File: config.mk
export PLATFORM = sky130hd
export DESIGN_NAME = alu_seq_control
export DESIGN_NICKNAME = d
export VERILOG_FILES = /design/src/rtl/alu_seq_control.sv
export SDC_FILE = /design/constraint.sdc
export NUM_CORES = 1
export LEC_CHECK = 0
export ABC_AREA = 1
export CORE_ASPECT_RATIO = 1.2
export CORE_UTILIZATION = 25
export DETAILED_ROUTE_END_ITERATION = 10
export MAX_ROUTING_LAYER = met4
export PLACE_DENSITY = 0.43
export SLEW_MARGIN = 20
export SYNTH_ARGS = -nofsm -noshare
export SYNTH_HDL_FRONTEND = slang
export SYNTH_SLANG_ARGS = --single-unit
File: constraint.sdc
create_clock -name CLOCK -period 3.6 [get_ports CLOCK]
set_input_delay 1.08 -clock CLOCK [delete_from_list [all_inputs] [get_ports CLOCK]]
set_output_delay 1.08 -clock CLOCK [all_outputs]
set_load 0.1 [all_outputs]
File: src/rtl/alu_seq_control.sv
// Sequential ALU control block: decodes ALUOP/OPCode, computes single-step
// operations in one cycle and logical shifts one bit per cycle, then holds
// the result under a valid/ready handshake until the consumer takes it.
module alu_seq_control #(
  parameter int WIDTH = 64,
  parameter int SHW   = $clog2(WIDTH)
) (
  input  logic             CLOCK,
  input  logic             RESET,
  input  logic             InValid,
  output logic             InReady,
  input  logic [1:0]       ALUOP,
  input  logic [10:0]      OPCode,
  input  logic [WIDTH-1:0] A,
  input  logic [WIDTH-1:0] B,
  input  logic [SHW-1:0]   Shamt,
  output logic             OutValid,
  input  logic             OutReady,
  output logic [WIDTH-1:0] Result,
  output logic             Zero,
  output logic [3:0]       Operation,
  output logic             Illegal
);

  // FSM encoding
  localparam logic [1:0] ST_IDLE = 2'b00;
  localparam logic [1:0] ST_EXEC = 2'b01;
  localparam logic [1:0] ST_DONE = 2'b10;

  // Operation codes
  localparam logic [3:0] OP_AND  = 4'b0000;
  localparam logic [3:0] OP_ORR  = 4'b0001;
  localparam logic [3:0] OP_ADD  = 4'b0010;
  localparam logic [3:0] OP_LSL  = 4'b0011;
  localparam logic [3:0] OP_LSR  = 4'b0100;
  localparam logic [3:0] OP_SUB  = 4'b0110;
  localparam logic [3:0] OP_PASS = 4'b0111;
  localparam logic [3:0] OP_ILL  = 4'b1111;

  logic [1:0]       r_state;
  logic [WIDTH-1:0] r_result;
  logic [3:0]       r_op;
  logic             r_illegal;
  logic             r_shl;
  logic [SHW-1:0]   r_cnt;

  logic [3:0]       w_op;
  logic             w_illegal;
  logic             w_is_shift;
  logic [WIDTH-1:0] w_result;

  // Decode the live request fields into an operation code
  always_comb begin
    w_op      = OP_ILL;
    w_illegal = 1'b1;
    case (ALUOP)
      2'b00: begin
        w_op      = OP_ADD;
        w_illegal = 1'b0;
      end
      2'b01: begin
        w_op      = OP_PASS;
        w_illegal = 1'b0;
      end
      2'b10: begin
        w_illegal = 1'b0;
        if (OPCode == 11'b10001011000)        w_op = OP_ADD;
        else if (OPCode == 11'b11001011000)   w_op = OP_SUB;
        else if (OPCode == 11'b10001010000)   w_op = OP_AND;
        else if (OPCode == 11'b10101010000)   w_op = OP_ORR;
        else if (OPCode[10:1] == 10'b1011001000) w_op = OP_ORR;  // ORRI, low bit is immediate
        else if (OPCode == 11'b11010011011)   w_op = OP_LSL;
        else if (OPCode == 11'b11010011010)   w_op = OP_LSR;
        else begin
          w_op      = OP_ILL;
          w_illegal = 1'b1;
        end
      end
      default: begin
        w_op      = OP_ILL;
        w_illegal = 1'b1;
      end
    endcase
  end

  // Single-step result; for shifts this is the starting value (A), which is
  // also the final value when Shamt is zero
  always_comb begin
    w_is_shift = (w_op == OP_LSL) || (w_op == OP_LSR);
    w_result   = '0;
    case (w_op)
      OP_ADD:         w_result = A + B;
      OP_SUB:         w_result = A - B;
      OP_AND:         w_result = A & B;
      OP_ORR:         w_result = A | B;
      OP_PASS:        w_result = B;
      OP_LSL, OP_LSR: w_result = A;
      default:        w_result = '0;
    endcase
  end

  // Control FSM and datapath registers; request inputs are only looked at in IDLE
  always_ff @(posedge CLOCK or posedge RESET) begin
    if (RESET) begin
      r_state   <= ST_IDLE;
      r_result  <= '0;
      r_op      <= 4'b0000;
      r_illegal <= 1'b0;
      r_shl     <= 1'b0;
      r_cnt     <= '0;
    end else begin
      case (r_state)
        ST_IDLE: begin
          if (InValid) begin
            r_op      <= w_op;
            r_illegal <= w_illegal;
            r_result  <= w_result;
            r_shl     <= (w_op == OP_LSL);
            if (w_is_shift && (Shamt != '0)) begin
              r_cnt   <= Shamt;
              r_state <= ST_EXEC;
            end else begin
              r_cnt   <= '0;
              r_state <= ST_DONE;
            end
          end
        end
        ST_EXEC: begin
          r_result <= r_shl ? (r_result << 1) : (r_result >> 1);
          r_cnt    <= r_cnt - SHW'(1);
          if (r_cnt == SHW'(1)) begin
            r_state <= ST_DONE;
          end
        end
        ST_DONE: begin
          if (OutReady) begin
            r_state <= ST_IDLE;
          end
        end
        default: r_state <= ST_IDLE;
      endcase
    end
  end

  assign InReady   = (r_state == ST_IDLE);
  assign OutValid  = (r_state == ST_DONE);
  assign Result    = r_result;
  assign Zero      = (r_result == '0);
  assign Operation = r_op;
  assign Illegal   = r_illegal;

endmodule

==> results.json <==
{
  "clkTransAtPathRegs_ns": 0.06,
  "cap_violations": 0,
  "worst_slack_ns": -1.01,
  "grt-ovfl-total": 0,
  "violations": "negative setup slack",
  "setup-tns-final_ns": -46.77,
  "antenna_found_initial": 0,
  "insertion_delay_ns": 0.36,
  "dr.pass1.iters": 7,
  "worst_clock_skew_ns": 0.00603,
  "vias": 19518,
  "yosys-top-cells-area": "nand2_1 (18%), dfrtp_1 (15%), a21oi_1 (8.4%)",
  "synth_top_area_frac": 0.180,
  "syn_avg_cell_area_sq_um": 5.66,
  "synth_area_sq_um": 13100,
  "internal-power_mw": 5.15,
  "cts_buffer_depth": 2,
  "post-route-period-util": 1.28,
  "rows": 91,
  "synth_top_cell_by_area": "nand2_1",
  "hold_class": "flip-flop to flip-flop",
  "sw_frac_of_total": 0.595,
  "cellLeakagePower_nw": 12.1,
  "die_w_um": 211,
  "p_clk_frac": 0.084,
  "setup.worst_path.start_class": "input port",
  "setup-violations-final": 61,
  "cts_sinks": 77,
  "ir_drop_uv": 505,
  "ctsRootBufferMaster": "clkbuf_16",
  "layout-drive-gt1-share": 0.480,
  "drtIter0Drc": 1400,
  "synth_cell_types": 56,
  "power_frac_seq": 0.147,
  "routed_via_density": 5.02,
  "drt-total-wl_um": 82900,
  "core-area_sq_um": 51600,
  "yosysSeqAreaShare": 0.147,
  "max_freq_mhz": 217,
  "dp_hpwl_um": 67300,
  "ys_ff_latch": 77,
  "grtUsageTotal": 0.308,
  "outcome": "complete, but fails checks",
  "fillers": 5235,
  "pwr-share-comb": 0.769,
  "finalHoldViolations": 0,
  "critPathArrivalTime_ns": 4.89,
  "ant_nets": 0,
  "grt_pass1_vias": 18868,
  "slew_headroom": 0.430,
  "end_kind": "flip-flop",
  "cts_hold_buf": 0,
  "initial_core_util": 0.254,
  "final_max_slew_viol_count": 0,
  "required_ns": 3.88,
  "place_congestion": 1.02,
  "rrSetupSlack_ns": 1.34,
  "period_needed_ns": 4.61,
  "cts_tree": "yes",
  "yosysWarnings": 0,
  "rsz0062_at_grt": "yes",
  "numCtsBuffers": 9,
  "cellPowerDensity_nw_per_um2": 491,
  "num_io_pins": 223,
  "drc": 0,
  "area.growth.synth_to_final_pct": 96.9,
  "criticalPathCategory": "input port to flip-flop",
  "worst_pin_slew_ns": 0.856,
  "fin_util": 0.501,
  "grt_pass1_wl_um": 119000,
  "syn_inst": 2319,
  "dieArea_sq_um": 53400,
  "wl_per_cell_um": 21.3,
  "multi_input_area_sq_um": 13700,
  "cp_max_fo": 4,
  "grt_start_max_net_pins": 70,
  "power.switching_mw": 7.55,
  "fp.dieH_um": 253,
  "htree_levels": 3,
  "seq_area_sq_um": 1930,
  "numPortBuffers": 222,
  "layout.nets": 3403,
  "synth_nets": 2539
}
-- final timing paths --
check                        startpoint           end  cells after the start
setup / recovery                   B[0]    Result[52]                     27
hold / removal             Operation[1]  Operation[1]                      2
setup reg to reg             r_state[0]     Result[5]                      6
hold reg to reg            Operation[1]  Operation[1]                      2
max in group asynchronous         RESET    Result[11]                      3
min in group asynchronous         RESET    Result[55]                      2
-- stage by stage --
stage                     instance area (sq um)  instances  total power, mW  hold slack, ns  setup WS (ns)
after floorplan                           13500       2319             7.22           0.512         -0.482
after global placement                    20600       3740             10.2           0.478          -2.24
after detailed placement                  20600       3740             10.2           0.490          -2.34
after CTS                                 23400       3832             11.9           0.505         -0.965
after global routing                      25800       3884             13.3           0.542          -1.16
final                                     25800       3885             12.7           0.500          -1.01
-- area by class of cell --
cell class,count,share of cell area
diodes,1,0.0000969
clock buffers,9,0.00872
clock inverters,6,0.00436
inverters,298,0.0453
multi-input cells,1871,0.529
flip-flops and latches,77,0.0747
well taps,697,0.0338
repair buffers,925,0.304
repair inverters,1,0.000339
-- cell usage after synthesis, drive strengths merged --
library cell,count
nand2,635
inv,297
nor2,261
a21oi,219
o21ai,193
nand3,153
dfrtp,77
ha,68
xor2,56
a21boi,43
clkbuf,42
nor3,33
buf,31
nand4,29
nor4,28
xnor2,21
o21bai,19
a22oi,16
o211ai,15
nand3b,14
a21o,12
a31oi,12
o2111ai,7
o21a,7
or2,7
and3,6
a22o,4
a2bb2oi,3
o41ai,3
a211oi,2
o31ai,2
a41oi,1
clkinv,1
fa,1
nor4b,1
-- timing repair --
item,CTS,global route
gates resized for setup,594,499
gates cloned,3,0
setup buffers,76,61
setup endpoints to repair,63,63
pin swaps,171,256
-- power by group through the flow --
stage                     Sequential (mW)  Clock (mW)  Combinational, mW
after global placement               1.88           0               8.34
after floorplan                      4.38           0               2.85
after CTS                            1.87        1.09               8.93
after global routing                 1.93        1.12               10.3
final                                1.87        1.07               9.76
after detailed placement             1.88           0               8.35
-- layout by cell type (no fill, tap or decap), types with 26 or more instances in the layout --
cell type	instances
dfrtp_1	76
nand2_1	492
buf_4	677
a21boi_1	30
nor2_2	66
clkdlybuf4s50_1	99
a21oi_1	117
o21ai_0	107
buf_6	81
nor2_4	77
nand2_4	49
xor2_1	46
nand4_1	29
nand3_2	51
nand2_2	86
o21ai_1	37
nor2_1	117
inv_1	229
a21oi_2	62
a21oi_4	40
o21ai_2	32
dlygate4sd2_1	26
ha_1	41
inv_2	57
nand3_1	79
-- flip-flops by register name, indices dropped and copies added (netlist names) --
signal     count
r_cnt          6
r_shl          1
Result        64
Operation      4
r_state        2
-- per-layer routing --
layer  share of wire  GRT usage  up-vias
met3           0.055     0.0130      111
met1            0.45      0.426     9396
met5               0          -        -
li1                -          -     9405
met4           0.029     0.0857        0
met2            0.46      0.488      606
-- critical path, stage by stage --
cell	delay, ns
buf_2	0.12
inv_2	0.08
nand4_1	0.12
nand3b_1	0.24
nor2_2	0.16
nand3_2	0.13
inv_2	0.11
nand3_4	0.14
nor2_4	0.16
buf_4	0.12
buf_6	0.10
nand4_1	0.07
nand2_1	0.09
xor2_1	0.18
ha_1	0.30
buf_6	0.15
inv_2	0.07
o21ai_4	0.10
a31oi_4	0.22
o21ai_1	0.12
a21oi_1	0.18
nand3_1	0.11
nand2_1	0.07
nand3_1	0.25
nand3_1	0.19
nand2_1	0.06
a21boi_1	0.15
-- logic make-up after synthesis --
family	synth area share
AOI/OAI and AO/OA	0.244
xor gates and xnor gates	0.0514
adders and majority gates	0.0664
buffers and inverters	0.110
DFF	0.147
and+or+nand+nor	0.380
Power figures use the tool's default switching activity.
==> patch 1: new RTL, same flow settings <==
Make the reset (`RESET`) synchronous in one clocked block.
--- a/src/rtl/alu_seq_control.sv
+++ b/src/rtl/alu_seq_control.sv
@@ -102,3 +102,3 @@
   // Control FSM and datapath registers; request inputs are only looked at in IDLE
-  always_ff @(posedge CLOCK or posedge RESET) begin
+  always_ff @(posedge CLOCK) begin
     if (RESET) begin
Function: differs if RESET is asserted again (counterexample within 4 cycles, from zero or initial values and one cycle with RESET high); with RESET held inactive, the same outputs for 4 cycles.
==> patch 1 against the unedited design <==
- count of clock-buffer cells in the layout did not move
- non-clock buffer count rose by 137
- sequential cell count did not move
- critical path depth fell by 1
- combinational power rose by 1%
- core utilization rose by 2.6 points
- total power fell by 0.50%
- synthesized area rose by 4.7%
- clock power fell by 4%
- wire length rose by 18%
- design area rose by 10%
- setup slack got worse by 140 ps
- the flow still finishes with violations (negative setup slack)
- critical path type unchanged
- synthesized cell count rose by 9.5%
==> patch 1: results (changes against the unedited design) <==
| Metric | Value |
|---|---|
| Drt first pass iters | 6 (was 7) |
| Share of layout cells above drive strength 1 | 51.9% (was 48.0%) |
| Placed cell count | 4052 (was 3740) |
| Hold Startpoint | Operation[2] (was Operation[1]) |
| WP data arrival | 5040 ps (was 4890 ps) |
| Met2 wire length | 47900 um (was 38500 um) |
| Status | complete, but fails checks (unchanged) |
| Synth Area in XOR/XNOR | 4.66% (was 5.14%) |
| Net count after synthesis | 2759 (was 2539) |
| Nets | 3738 (was 3403) |
| CTS-repair resized insts | 929 (was 594) |
| Synth Flop Type | dfxtp_1 (was dfrtp_1) |
| Post-synth ARST share | 0% (was 100%) |
| Pre-CTS setup slack | -2800 ps (was -2340 ps) |
| Register area share after synthesis | 11.2% (was 14.7%) |
| Clk. pwr | 0.00103 W (was 0.00107 W) |
| Finish-stage setup viols | 62 (was 61) |
| Critical path endpoint | Result[56] (was Result[52]) |
| Most instantiated cells after synthesis | nand2_1 (610), nor2_1 (323), inv_1 (290) (was nand2_1 (629), inv_1 (286), nor2_1 (247)) |
| Met1 Resource Use GR | 39.0% (was 42.6%) |
| Postcts setup bufs | 119 (was 76) |
| Worst-case hold path end point | Operation[2] (was Operation[1]) |
| WL/cell | 23.1 um (was 21.3 um) |
| Grt met3 use | 3.59% (was 1.30%) |
| Worst path max stage delay | 320 ps (was 300 ps) |
| Post-Synth Adder-Cell Area | 6.34% (was 6.64%) |
| Critical path origin | B[3] (was B[0]) |
| Final worst slack | -1150 ps (was -1010 ps) |
| Max FO, Critical Path | 6 (was 4) |
| Clock Latency Late Sink | 400 ps (was 360 ps) |
| First-pass GRT wire length | 140000 um (was 119000 um) |
| Max-slew headroom | 26.6% (was 43.0%) |
| Initial antenna violation count | 1 (was 0) |
| Placed inst area | 0.0219 sq mm (was 0.0206 sq mm) |
| Synth Area in Compound Gates | 24.7% (was 24.4%) |
| GRT Total Usage | 34.9% (was 30.8%) |
| Worst clock skew | 22.5 ps (was 6.03 ps) |
| Clock transition at path regs | 80 ps (was 60 ps) |
| Initial DRC Count | 1353 (was 1400) |
| Reg2Reg Setup Slack | 1280 ps (was 1340 ps) |
| Failing checks | negative setup slack (unchanged) |
| Final wirelength | 97800 um (was 82900 um) |
| Sequential power share | 13.6% (was 14.7%) |
| Unique masters post-synth | 54 (was 56) |
## patch 1: cell types whose count changed after synthesis, moves of 23 or more
cell      before  now
dfrtp_1       77    0
o21ai_0      165  208
clkbuf_1      42   65
a21boi_1      38    0
dfxtp_1        0   77
a21oi_1      219  253
nand4_1       29   75
nor2_1       247  323
## patch 1: area by class of cell
class	instances	area [sq um]
inverters	309	1210
multi-input cells	2059	15300
diodes	1	2.50
clock buffers	9	225
fillers	5509	25600
flip-flops and latches	77	1540
well taps	712	891
clock inverters	7	63.8
repair buffers	1062	9210
## patch 1: kinds of logic (layout without fill, tap and decap cells)
| logic type | count (synthesis) | after routing |
|---|---|---|
| buffers and inverters | 403 | 1387 |
| AOI/OAI and AO/OA | 612 | 612 |
| other | 0 | 1 |
| DFF | 77 | 77 |
| and+or+nand+nor | 1305 | 1305 |
| adders and majority gates | 69 | 69 |
| xor gates and xnor gates | 73 | 73 |
==> patch 2: new RTL, same flow settings <==
Without the edit above. Remove the case item `OP_ADD` of the case on `w_op`.
--- a/src/rtl/alu_seq_control.sv
+++ b/src/rtl/alu_seq_control.sv
@@ -91,3 +91,2 @@
     case (w_op)
-      OP_ADD:         w_result = A + B;
       OP_SUB:         w_result = A - B;
Behaviour: not the same (a bounded check fails within 4 cycles, from zero or initial values and one cycle with RESET high).
==> patch 2 against the unedited design <==
- final cell count is 8.8% higher
- global-route usage shrank 4.6 points
- sequential cell count unchanged
- synthesized area rose by 14%
- wire length shrank 5.4%
- design area fell by 11%
- total power down 12%
- setup slack better by 1000 ps
- largest cell class unchanged
==> patch 2: results (changes against the unedited design) <==
| Metric | Value |
|---|---|
| Reg2Reg Capture Point | Result[49] (was Result[5]) |
| Met1 Resource Use GR | 27.4% (was 42.6%) |
| Sequential power share | 16.6% (was 14.7%) |
| Most instantiated cells after synthesis | nand2_1 (928), inv_1 (541), nor2_1 (286) (was nand2_1 (629), inv_1 (286), nor2_1 (247)) |
| Worst path max stage delay | 520 ps (was 300 ps) |
| Sw Share | 62.3% (was 59.5%) |
| Critical path origin | B[11] (was B[0]) |
| Area contributors post-synth | nand2_1 (23%), ha_1 (16%), inv_1 (14%) (was nand2_1 (18%), dfrtp_1 (15%), a21oi_1 (8.4%)) |
| RD Place Congestion | 0.974 (was 1.02) |
| Met2 wire length | 40800 um (was 38500 um) |
| Leak | 13.1 nW (was 12.1 nW) |
| Initial DRC Count | 981 (was 1400) |
| R2r startpoint | r_state[1] (was r_state[0]) |
| Logic pwr share | 75.3% (was 76.9%) |
| Placed inst area | 0.0219 sq mm (was 0.0206 sq mm) |
| GRT Total Usage | 26.3% (was 30.8%) |
| Register area share after synthesis | 12.9% (was 14.7%) |
| Layout Utilization | 39.0% (was 50.1%) |
| Largest net degree at the start of global routing | 71 (was 70) |
| Reg2Reg Setup Slack | 1420 ps (was 1340 ps) |
| Clock transition at path regs | 80 ps (was 60 ps) |
| Initial antenna violation count | 4 (was 0) |
| Wire length on met3 | 2070 um (was 4590 um) |
| Critical path endpoint | Result[28] (was Result[52]) |
| Share of layout cells above drive strength 1 | 23.5% (was 48.0%) |
| Placed cell count | 4206 (was 3740) |
| Crit path max-delay cell type | clkdlybuf4s50_1 (was ha_1) |
| Routed via count | 19084 (was 19518) |
| Hpwl dp | 66400 um (was 67300 um) |
| Status | complete, no violations (was complete, but fails checks) |
| Max VDD drop | 663 uV (was 505 uV) |
| Final wirelength | 78500 um (was 82900 um) |
| Met2 usage | 48.3% (was 48.8%) |
| Unique masters post-synth | 48 (was 56) |
| Nets | 3774 (was 3403) |
| Hold Startpoint | Operation[0] (was Operation[1]) |
| Clock Latency Late Sink | 380 ps (was 360 ps) |
| WL/cell | 18.6 um (was 21.3 um) |
| Max-slew headroom | 57.1% (was 43.0%) |
| Finish-stage setup viols | 0 (was 61) |
| Fillers | 6458 (was 5235) |
| Hold Worst Slack | 549 ps (was 500 ps) |
| Worst clock skew | 16.7 ps (was 6.03 ps) |
| Grt met3 use | 1.82% (was 1.30%) |
| Met1 wire length | 30400 um (was 37400 um) |
| WP data arrival | 3860 ps (was 4890 ps) |
| Post-CTS Hold Buffers | 0 (unchanged) |
-- patch 2: cell count changes in the layout (fill, tap and decap cells not counted), sizes merged, moves of 35 or more --
cell | before | now
nand2 | 635 | 936
inv | 296 | 545
buf | 793 | 597
ha | 68 | 193
o21ai | 193 | 106
a21oi | 219 | 134
nand3 | 153 | 199
xor2 | 56 | 17
nor2 | 261 | 296
-- patch 2: cell families after synthesis --
kind of cell / synth area share (%)
compound gates: 12.9
xor+xnor: 1.05
buf+inv: 15.9
simple gates: 40.9
flops: 12.9
mux: 0.142
fa+ha+maj: 16.2
-- patch 2: layout make-up --
class                           instances  share of cell area, %
Multi-Input combinational cell       2045                   49.9
Timing Repair Buffer                  747                   27.3
Inverter                              549                   8.99
Sequential cell                        77                   8.40
Tap cell                              792                   4.32
Clock buffer                           11                   1.01
Clock inverter                          5                  0.120
Antenna cell                            2                 0.0218
-- patch 2: timing repair --
action,in CTS,in global routing
resized for setup,60,151
pin swaps,11,15
endpoints found under the setup margin,26,45
buffers inserted,2,2
